### src/rtl/vga_timing_gen.sv
// 640x480@60 VGA scan generator: pixel-rate divider, h/v counters, registered
// sync/visible decode, line/frame strobes and a free-running frame counter.
`timescale 1ns/100ps
module vga_timing_gen #(
  parameter int CLK_DIV = 4,
  parameter int H_SYNC  = 96,
  parameter int H_BACK  = 48,
  parameter int H_VIS   = 640,
  parameter int H_FRONT = 16,
  parameter int V_SYNC  = 2,
  parameter int V_BACK  = 33,
  parameter int V_VIS   = 480,
  parameter int V_FRONT = 10
) (
  input  logic       clk,
  input  logic       reset,
  output logic       pix_tick,
  output logic [9:0] hCount,
  output logic [9:0] vCount,
  output logic       bright,
  output logic       hSync,
  output logic       vSync,
  output logic       line_end,
  output logic       frame_start,
  output logic [7:0] frame_count
);

  localparam int H_TOTAL     = H_SYNC + H_BACK + H_VIS + H_FRONT;
  localparam int V_TOTAL     = V_SYNC + V_BACK + V_VIS + V_FRONT;
  localparam int H_VIS_START = H_SYNC + H_BACK;
  localparam int H_VIS_END   = H_VIS_START + H_VIS;
  localparam int V_VIS_START = V_SYNC + V_BACK;
  localparam int V_VIS_END   = V_VIS_START + V_VIS;

  localparam logic [3:0]  DIV_LAST = 4'(CLK_DIV - 1);
  localparam logic [9:0]  H_LAST   = 10'(H_TOTAL - 1);
  localparam logic [9:0]  V_LAST   = 10'(V_TOTAL - 1);

  logic [3:0] div_cnt_reg;
  logic       pix_tick_reg;
  logic [9:0] h_count_reg, h_count_next;
  logic [9:0] v_count_reg, v_count_next;
  logic [7:0] frame_count_reg, frame_count_next;
  logic       h_sync_reg, h_sync_next;
  logic       v_sync_reg, v_sync_next;
  logic       bright_reg, bright_next;
  logic       line_end_reg, line_end_next;
  logic       frame_start_reg, frame_start_next;
  logic       h_wrap, v_wrap;
  logic [10:0] h_ext, v_ext;

  always_comb begin
    h_wrap           = (h_count_reg == H_LAST);
    v_wrap           = (v_count_reg == V_LAST);
    h_count_next     = h_count_reg;
    v_count_next     = v_count_reg;
    frame_count_next = frame_count_reg;
    if (pix_tick_reg) begin
      if (h_wrap) begin
        h_count_next = 10'd0;
        if (v_wrap) begin
          v_count_next     = 10'd0;
          frame_count_next = frame_count_reg + 8'd1;
        end else begin
          v_count_next = v_count_reg + 10'd1;
        end
      end else begin
        h_count_next = h_count_reg + 10'd1;
      end
    end
  end

  // Decode from the next counts so syncs/bright land on the same edge as the counters.
  // 11-bit compares keep a window end of exactly 1024 representable.
  always_comb begin
    h_ext            = {1'b0, h_count_next};
    v_ext            = {1'b0, v_count_next};
    h_sync_next      = (h_ext >= 11'(H_SYNC));
    v_sync_next      = (v_ext >= 11'(V_SYNC));
    bright_next      = (h_ext >= 11'(H_VIS_START)) && (h_ext < 11'(H_VIS_END)) &&
                       (v_ext >= 11'(V_VIS_START)) && (v_ext < 11'(V_VIS_END));
    line_end_next    = pix_tick_reg && h_wrap;
    frame_start_next = pix_tick_reg && h_wrap && v_wrap;
  end

  always_ff @(posedge clk or posedge reset) begin
    if (reset) begin
      div_cnt_reg     <= 4'd0;
      pix_tick_reg    <= 1'b0;
      h_count_reg     <= 10'd0;
      v_count_reg     <= 10'd0;
      frame_count_reg <= 8'd0;
      h_sync_reg      <= 1'b0;
      v_sync_reg      <= 1'b0;
      bright_reg      <= 1'b0;
      line_end_reg    <= 1'b0;
      frame_start_reg <= 1'b0;
    end else begin
      div_cnt_reg     <= (div_cnt_reg == DIV_LAST) ? 4'd0 : div_cnt_reg + 4'd1;
      pix_tick_reg    <= (div_cnt_reg == DIV_LAST);
      h_count_reg     <= h_count_next;
      v_count_reg     <= v_count_next;
      frame_count_reg <= frame_count_next;
      h_sync_reg      <= h_sync_next;
      v_sync_reg      <= v_sync_next;
      bright_reg      <= bright_next;
      line_end_reg    <= line_end_next;
      frame_start_reg <= frame_start_next;
    end
  end

  assign pix_tick    = pix_tick_reg;
  assign hCount      = h_count_reg;
  assign vCount      = v_count_reg;
  assign bright      = bright_reg;
  assign hSync       = h_sync_reg;
  assign vSync       = v_sync_reg;
  assign line_end    = line_end_reg;
  assign frame_start = frame_start_reg;
  assign frame_count = frame_count_reg;

endmodule

### config.mk
export PLATFORM = sky130hd
export DESIGN_NAME = vga_timing_gen
export DESIGN_NICKNAME = d
export VERILOG_FILES = /design/src/rtl/vga_timing_gen.sv
export SDC_FILE = /design/constraint.sdc
export NUM_CORES = 1
export LEC_CHECK = 0
export ABC_AREA = 1
export CORE_UTILIZATION = 54
export DETAILED_ROUTE_END_ITERATION = 10
export PLACE_DENSITY_LB_ADDON = 0.05
export SLEW_MARGIN = 20
export SYNTH_ARGS = -nofsm -noshare
export SYNTH_HDL_FRONTEND = slang
export SYNTH_SLANG_ARGS = --single-unit
### constraint.sdc
create_clock -name clk -period 3.8 [get_ports clk]
set_input_delay 0.76 -clock clk [delete_from_list [all_inputs] [get_ports clk]]
set_output_delay 0.76 -clock clk [all_outputs]
set_load 0.05 [all_outputs]
### Word-level counts from Yosys, hierarchy flattened

Cells that the tools add are included.

* register bits after elaboration: 38
* latch bits: 0
* RAM bits: 0
* bits in read-only memories: 0
* input port bits: 2
* output and inout bits: 34
* word-level logic and storage cells: 35
* memories: 0

* add/sub/neg operators: 4
* multipliers: 0
* div/mod/pow operators: 0
* $lt $le $gt $ge: 6
* equal/unequal tests: 3
* shifts and indexed selects: 0
* muxes and demuxes: 6
* bitwise gates (word level): 0
* reduce and logical (&&, ||, !) cells: 6

Operator list (number)
* two-way mux 10 bit: 5
* adder 10 x 1 -> 10 bit (second input constant): 2
* equality test 10 bit (second input constant): 2
* < comparator 10 bit (second input constant): 2
* >= comparator 10 x 2 -> 1 bit (second input constant): 1
* >= comparator 10 x 6 -> 1 bit (second input constant): 1
* >= comparator 10 x 7 -> 1 bit (second input constant): 1
* >= comparator 10 x 8 -> 1 bit (second input constant): 1
* adder 8 x 1 -> 8 bit (second input constant): 1
* logical AND 1 bit: 5
* adder 4 x 1 -> 4 bit (second input constant): 1
* equality test 4 x 2 -> 1 bit (second input constant): 1
* two-way mux 4 bit: 1
* AND reduction 3 bit: 1

### Logic depth before layout (Yosys ltp)

* depth after elaboration: 7
* depth in mapped cells: 15
* gate-level depth less buffers: 15

### Least setup slack after synthesis

OpenSTA, ideal clock, no wires.

* path kind: register to register
* from: register h_count_reg[0] (netlist: hCount[0])
* to: register frame_count_reg[7] (netlist: frame_count[7])
* library setup time: 0.140 ns
* data arrival time: 2.022 ns
* data required time: 3.660 ns
* path slack: 1.638 ns
* cell stages (with the launch flop): 10
* buffers on the path: 0
* clock period less this slack: 2.162 ns
* cells stage by stage: dfrtp_1 > ha_1 > nand2_1 > nor2_8 > nand3_4 > nor2_1 > nand2_1 > nor3_1 > nand3_1 > xnor2_1

* cells in the longest elaborated chain, start to end: 2

RTL lines
* start, declared: line 41 `logic [9:0] h_count_reg, h_count_next;`
* start signal, assigned: line 101 `h_count_reg <= h_count_next;`
* equality test 10 bit: line 53 `h_wrap = (h_count_reg == H_LAST);`
* AND reduction 3 bit (no source line)
* end signal, assigned: line 103 `frame_count_reg <= frame_count_next;`
* end, declared: line 43 `logic [7:0] frame_count_reg, frame_count_next;`

No other way between the ends.
A chain may end at the register's enable or synchronous reset.

### Worst setup path after layout

* from: register pix_tick_reg (netlist: pix_tick)
* to: output port pix_tick

RTL lines
* start, declared: line 40 `logic pix_tick_reg;`
* start signal, assigned: line 100 `pix_tick_reg <= (div_cnt_reg == DIV_LAST);`
* end, declared: line 17 `output logic pix_tick,`

No word-level cell between the ends.

==> impl_results.html <==
<table>
<tr><th>Metric</th><th>Value</th></tr>
<tr><th colspan="2">Yosys</th></tr>
<tr><td>Sequential fraction of the synthesis area</td><td>0.449</td></tr>
<tr><td>Mean instance size in the synthesized netlist</td><td>7.43 um^2</td></tr>
<tr><td>Total number of yosys warnings</td><td>0</td></tr>
<tr><td>Proportion of register bits with asynchronous set or reset after synthesis</td><td>1.00</td></tr>
<tr><td>Top FF cell, synth</td><td>dfrtp_1</td></tr>
<tr><td>Synthesized Nets</td><td>approximately 290</td></tr>
<tr><td>Number of standard cells after synthesis</td><td>about 290</td></tr>
<tr><td>Number of unique standard cell types used by synthesis</td><td>27</td></tr>
<tr><td>Largest area contributor in the synthesized netlist</td><td>dfrtp_1</td></tr>
<tr><td>Biggest area contributors in the synthesized netlist</td><td>dfrtp_1 45%, nand2_1 15%, nor2_1 7.8%</td></tr>
<tr><td>Portion of synthesized cell area occupied by the leading cell type</td><td>0.449</td></tr>
<tr><td>Flip-flop and latch count after synthesis</td><td>38</td></tr>
<tr><td>Synth Cell Area</td><td>approximately 0.0021 mm^2</td></tr>
<tr><td>Number of synthesized flops with an enable pin</td><td>0</td></tr>
<tr><th colspan="2">STA</th></tr>
<tr><td>Final critical-path share of the clock period</td><td>0.710</td></tr>
<tr><td>Final hold violation count</td><td>0</td></tr>
<tr><td>Max-slew headroom at the worst pin</td><td>0.561</td></tr>
<tr><td>Final Skew</td><td>between 3 and 4 ps</td></tr>
<tr><td>Final count of pins violating max slew</td><td>0</td></tr>
<tr><td>Setup violation total in the final timing report</td><td>0</td></tr>
<tr><td>Final critical delay including setup and external delays</td><td>2700 ps</td></tr>
<tr><td>Final sum of negative setup slack</td><td>0 ps</td></tr>
<tr><td>Unrepaired setup endpoints after global routing</td><td>false</td></tr>
<tr><td>Slew of the pin with the lowest slew margin</td><td>approximately 660 ps</td></tr>
<tr><td>Worst hold margin</td><td>around 460 ps</td></tr>
<tr><td>Fmax achieved</td><td>approximately 0.37 GHz</td></tr>
<tr><th colspan="2">Setup path</th></tr>
<tr><td>Slack of the worst reg-to-reg path</td><td>around 1600 ps</td></tr>
<tr><td>Cell breakdown of the critical path</td><td>clkdlybuf4s50_1</td></tr>
<tr><td>Startpoint class of the critical path</td><td>flop</td></tr>
<tr><td>Top Family by Delay on Critical Path</td><td>buffers and inverters</td></tr>
<tr><td>Start-to-end type of the worst setup path</td><td>reg2out</td></tr>
<tr><td>End of the worst register-to-register path</td><td>bright</td></tr>
<tr><td>Kind of end point of the critical path</td><td>output pin</td></tr>
<tr><td>Largest driver fanout on the critical path</td><td>19</td></tr>
<tr><td>Arrival time worst endpoint</td><td>1940 ps</td></tr>
<tr><td>Worst Path Buf+Inv</td><td>1</td></tr>
<tr><td>Required time reported for the critical path endpoint</td><td>slightly above 3000 ps</td></tr>
<tr><td>Launching point of the worst reg2reg path</td><td>pix_tick</td></tr>
<tr><td>Slowest stage delay, CP</td><td>slightly above 900 ps</td></tr>
<tr><td>Count of cells along the worst register-to-register path</td><td>14</td></tr>
<tr><td>Worst-path cell with the longest stage delay</td><td>clkdlybuf4s50_1</td></tr>
<tr><th colspan="2">Detailed routing</th></tr>
<tr><td>Remaining antenna violation count after routing</td><td>0</td></tr>
<tr><td>DRC violation total after the first TritonRoute iteration</td><td>95</td></tr>
<tr><td>Post-DR vias/cell</td><td>slightly below 5</td></tr>
<tr><td>Total detailed-routing wirelength</td><td>~4400 um</td></tr>
<tr><td>Drt pass-1 iters</td><td>4</td></tr>
<tr><td>Detailed-route via count</td><td>between 1,500 and 2,000</td></tr>
<tr><td>Number of DRC violations after detailed routing</td><td>0</td></tr>
<tr><td>WL per Instance</td><td>11.8 um</td></tr>
<tr><th colspan="2">Die</th></tr>
<tr><td>Effective utilization at floorplan</td><td>0.570</td></tr>
<tr><td>Die boundary height</td><td>between 60 and 70 um</td></tr>
<tr><td>Area of the placeable core</td><td>~0.0037 mm^2</td></tr>
<tr><td>Standard-cell rows</td><td>22</td></tr>
<tr><td>Total Die Area</td><td>around 0.0042 mm^2</td></tr>
<tr><td>Horizontal die dimension</td><td>64.6 um</td></tr>
<tr><td>I/O pins</td><td>36</td></tr>
<tr><th colspan="2">Clocking</th></tr>
<tr><td>Post-CTS Setup Inserts</td><td>0</td></tr>
<tr><td>Clock transition at path regs</td><td>~70 ps</td></tr>
<tr><td>Maximum buffer depth of the clock tree</td><td>2</td></tr>
<tr><td>Clock tree from TritonCTS</td><td>yes</td></tr>
<tr><td>H-Tree Depth</td><td>2</td></tr>
<tr><td>TritonCTS Sinks</td><td>38</td></tr>
<tr><td>Clk Tree Root Cell</td><td>clkbuf_8</td></tr>
<tr><td>Number of hold-repair buffers added at the cts stage</td><td>0</td></tr>
<tr><td>Number of CTS-inserted buffers</td><td>5</td></tr>
<tr><td>Clock latency reported for the late side of the worst-skew pair</td><td>slightly below 300 ps</td></tr>
<tr><td>Count of instances resized after the clock tree is built</td><td>0</td></tr>
<tr><th colspan="2">Placement</th></tr>
<tr><td>Half-perimeter wire length after detailed placement</td><td>approximately 3300 um</td></tr>
<tr><td>Buffers added on ports</td><td>35</td></tr>
<tr><td>Placed Cells</td><td>about 360</td></tr>
<tr><td>GP Congestion</td><td>0.908</td></tr>
<tr><th colspan="2">Finish</th></tr>
<tr><td>Net count reported at finish</td><td>between 300 and 400</td></tr>
<tr><td>Diode insertion count for antenna repair</td><td>0</td></tr>
<tr><td>Ratio of cells with drive above 1 in the final layout</td><td>0.0648</td></tr>
<tr><td>Layout Cells excl Fill</td><td>approximately 370</td></tr>
<tr><td>Area growth from synthesis to final layout</td><td>23.6%</td></tr>
<tr><td>Filler instances</td><td>314</td></tr>
<tr><th colspan="2">Global routing</th></tr>
<tr><td>Largest net degree at the start of global routing</td><td>22</td></tr>
<tr><td>All-Layer GR Usage</td><td>0.233</td></tr>
<tr><td>Antenna violations before repair</td><td>0</td></tr>
<tr><td>Vias in the first global route</td><td>1,689</td></tr>
<tr><td>Routing usage on met3</td><td>0.0599</td></tr>
<tr><td>GR Util met1</td><td>0.293</td></tr>
<tr><td>Met2 Usage GRT</td><td>0.388</td></tr>
<tr><td>First-pass GRT wire length</td><td>between 7000 and 8000 um</td></tr>
<tr><td>Overall overflow remaining after global route</td><td>0</td></tr>
<tr><td>Most utilized layer in the global route result</td><td>met2</td></tr>
<tr><th colspan="2">Power</th></tr>
<tr><td>Power per unit of standard cell area</td><td>about 290 mW/mm^2</td></tr>
<tr><td>Total power draw</td><td>approximately 750 uW</td></tr>
<tr><td>Max rail drop VDD</td><td>between 0.2 and 0.25 mV</td></tr>
<tr><td>Static Leak</td><td>roughly 1.4 nW</td></tr>
<tr><th colspan="2">Min path</th></tr>
<tr><td>HP Class</td><td>reg2reg</td></tr>
<tr><td>Capture endpoint of the worst hold path</td><td>div_cnt_reg[0]</td></tr>
<tr><td>Worst Hold Depth</td><td>1</td></tr>
<tr><td>Worst Hold Launch</td><td>div_cnt_reg[0]</td></tr>
<tr><th colspan="2">Status</th></tr>
<tr><td>Run status</td><td>finished clean</td></tr>
<tr><th colspan="2">Flow run</th></tr>
<tr><td>Number of max-capacitance violations reported</td><td>0</td></tr>
</table>
[how the worst max path moves through the flow]
stage | start | to | depth (start not counted)
final | pix_tick | pix_tick | 1
after global routing | pix_tick | pix_tick | 1
after CTS | pix_tick | pix_tick | 1
after detailed placement | pix_tick | pix_tick | 1
after global placement | pix_tick | pix_tick | 1
after floorplan | hCount[0] | frame_count[7] | 9
[layout make-up]
type / count / area [um^2] / share of cell area
multi-input combinational: 197 / 970 / 0.370
tap: 48 / 60.1 / 0.0229
inverter: 45 / 169 / 0.0645
clock buffer: 6 / 72.6 / 0.0277
timing repair buffer: 36 / 358 / 0.137
sequential: 38 / 951 / 0.363
clock inverter: 2 / 37.5 / 0.0143
[cell families after synthesis]
kind of cell	after synthesis	share of synthesized area
buffers and inverters	50	0.0928
DFF	38	0.449
xor gates and xnor gates	10	0.0414
adders and majority gates	5	0.0296
and+or+nand+nor	169	0.352
AOI/OAI and AO/OA	13	0.0349
[layer usage]
layer	part of all wire	vias up
li1	-	950
met1	0.46	823
met5	0	-
met4	0.012	0
met3	0.056	4
met2	0.47	54
[cell usage after synthesis, types with 2 or more instances]
cell type / number
nand2_1: 82
nor2_1: 44
inv_1: 42
dfrtp_1: 38
nand3_1: 20
nand4_1: 8
ha_1: 5
xnor2_1: 5
xor2_1: 5
a21oi_1: 4
nand2_2: 4
o21ai_0: 4
inv_2: 3
nor3_1: 3
clkbuf_1: 2
nand3b_1: 2
nor2_2: 2
o21ai_1: 2
o21bai_1: 2
[cell usage in the layout (no fill, tap or decap), types with 2 or more instances in the layout]
cell type        synthesis  final
dfrtp_1                 38     38
nor2_2                   2      2
clkdlybuf4s50_1          0     35
ha_1                     5      5
nor2_1                  44     44
nand2_2                  4      4
nand2_1                 82     82
nand4_1                  8      8
inv_1                   42     42
o21bai_1                 2      2
clkbuf_8                 0      5
nor3_1                   3      3
o21ai_1                  2      2
xor2_1                   5      5
nand3b_1                 2      2
xnor2_1                  5      5
a21oi_1                  4      4
inv_2                    3      3
o21ai_0                  4      4
nand3_1                 20     20
[report_power, final]
group	internal (mW)	switching [mW]	total, mW
clock network	0.196	0.142	0.337
logic	0.00162	0.00770	0.00932
registers	0.404	0	0.404
[through the flow]
| step | cell area (um^2) | util | setup WS (ps) |
|---|---|---|---|
| floorplan | 2120 | - | 1640 |
| global placement | 2510 | 0.675 | 1460 |
| detailed placement | 2510 | 0.675 | 1440 |
| CTS | 2620 | 0.704 | 1110 |
| global route | 2620 | 0.704 | 1060 |
| finish | 2620 | 0.704 | 1100 |
(Power assumes the default switching activity.)
==> RTL change (same flow settings) <==
Put one more register stage on the output `frame_count`, with the module's reset. The value now appears one clock later. The other outputs are not delayed to match.
--- a/src/rtl/vga_timing_gen.sv
+++ b/src/rtl/vga_timing_gen.sv
@@ -117,7 +117,13 @@
   assign vSync       = v_sync_reg;
   assign line_end    = line_end_reg;
   assign frame_start = frame_start_reg;
-  assign frame_count = frame_count_reg;
+  always_ff @(posedge clk or posedge reset) begin
+    if (reset) begin
+      frame_count <= '0;
+    end else begin
+      frame_count <= frame_count_reg;
+    end
+  end
 
 endmodule
 
Function: no difference found for any inputs over 10 cycles, from zero or initial values and one cycle with reset high; that may be too few to reach the edited logic, so the function may still have changed.
==> RTL change against the original RTL <==
Clock power shrank 14%; setup slack better by 6.3 ps; largest power group unchanged; count of clock-buffer cells in the layout decreased by 1; sequential cell count grew 8; highest routed layer unchanged; total power is 4.9% higher; critical path type unchanged; wire length grew 4.7%; critical endpoint unchanged; design area rose by 6.5%; sequential power is 21% higher; area after synthesis up 9.5%.
==> RTL change: results (changes against the original RTL) <==
dpl cell area 0.00270 sq mm (was 0.00251 sq mm); Mapped Cells 293 (was 285); most frequent cells after synthesis nand2_1 (82), dfrtp_1 (46), nor2_1 (44) (was nand2_1 (82), nor2_1 (44), inv_1 (42)); die area 0.00456 sq mm (was 0.00418 sq mm); Seq/Total Area, Yosys 49.7% (was 44.9%); Mapped Nets 300 (was 292); synth top area cells dfrtp_1 (50%), nand2_1 (13%), nor2_1 (7.1%) (was dfrtp_1 (45%), nand2_1 (15%), nor2_1 (7.8%)); met3 WL 218 microns (was 245 microns); clock share of power 36.7% (was 44.9%); XOR/XNOR Fraction of Synth Area 3.78% (was 4.14%); Clock buf/inv share 3.01% (was 4.21%); DP Wirelength 3320 microns (was 3310 microns); routed length on met1 2170 microns (was 2010 microns); outcome completed (unchanged); largest net degree at the start of global routing 47 (was 22); clock skew 6.40 ps (was 3.65 ps); first-pass GRT wire length 7880 microns (was 7350 microns); placed insts 373 (was 364); Fill cells 342 (was 314); Min-Delay Startpoint frame_count_reg[7] (was div_cnt_reg[0]); Cell Count, Final, Fillers Out 380 (was 372); vias in the first global route 1764 (was 1689); fraction of area in non-clock buffers 12.6% (was 13.7%); Clk. pwr 0.289 mW (was 0.337 mW); clk sinks 46 (was 38); vias 1903 (was 1831); adder-cell area share of the yosys netlist 2.70% (was 2.96%); WL/cell 12.1 microns (was 11.8 microns); Total GRT Usage 23.6% (was 23.3%)
## RTL change: changes by cell type in the layout (fill, tap and decap cells not counted), sizes merged
cell      change
dfrtp         +8
buf           -1
bufinv        -1
clkbuf        -1
clkinvlp      +1
## RTL change: worst paths after layout
| path | slack, ps | depth (start not counted) | to |
|---|---|---|---|
| setup / recovery | 1110 | 1 | pix_tick |
| hold / removal | 400 | 0 | frame_count[7] |
| setup reg to reg | 1640 | 14 | bright |
| hold reg to reg | 400 | 0 | frame_count[7] |
| max in group asynchronous | 2240 | 2 | vCount[4] |
| min in group asynchronous | 990 | 2 | div_cnt_reg[3] |
## RTL change: metrics by stage
step / setup slack [ps] / hold WS (ps)
floorplan: 1640 / 373
finish: 1110 / 403
detailed placement: 1440 / 383
global placement: 1440 / 386
global route: 1030 / 425
CTS: 1110 / 403
## RTL change: kinds of logic after synthesis
| group | after synthesis |
|---|---|
| compound gates | 13 |
| buf+inv | 50 |
| simple gates | 169 |
| fa+ha+maj | 5 |
| flops | 46 |
| xor+xnor | 10 |
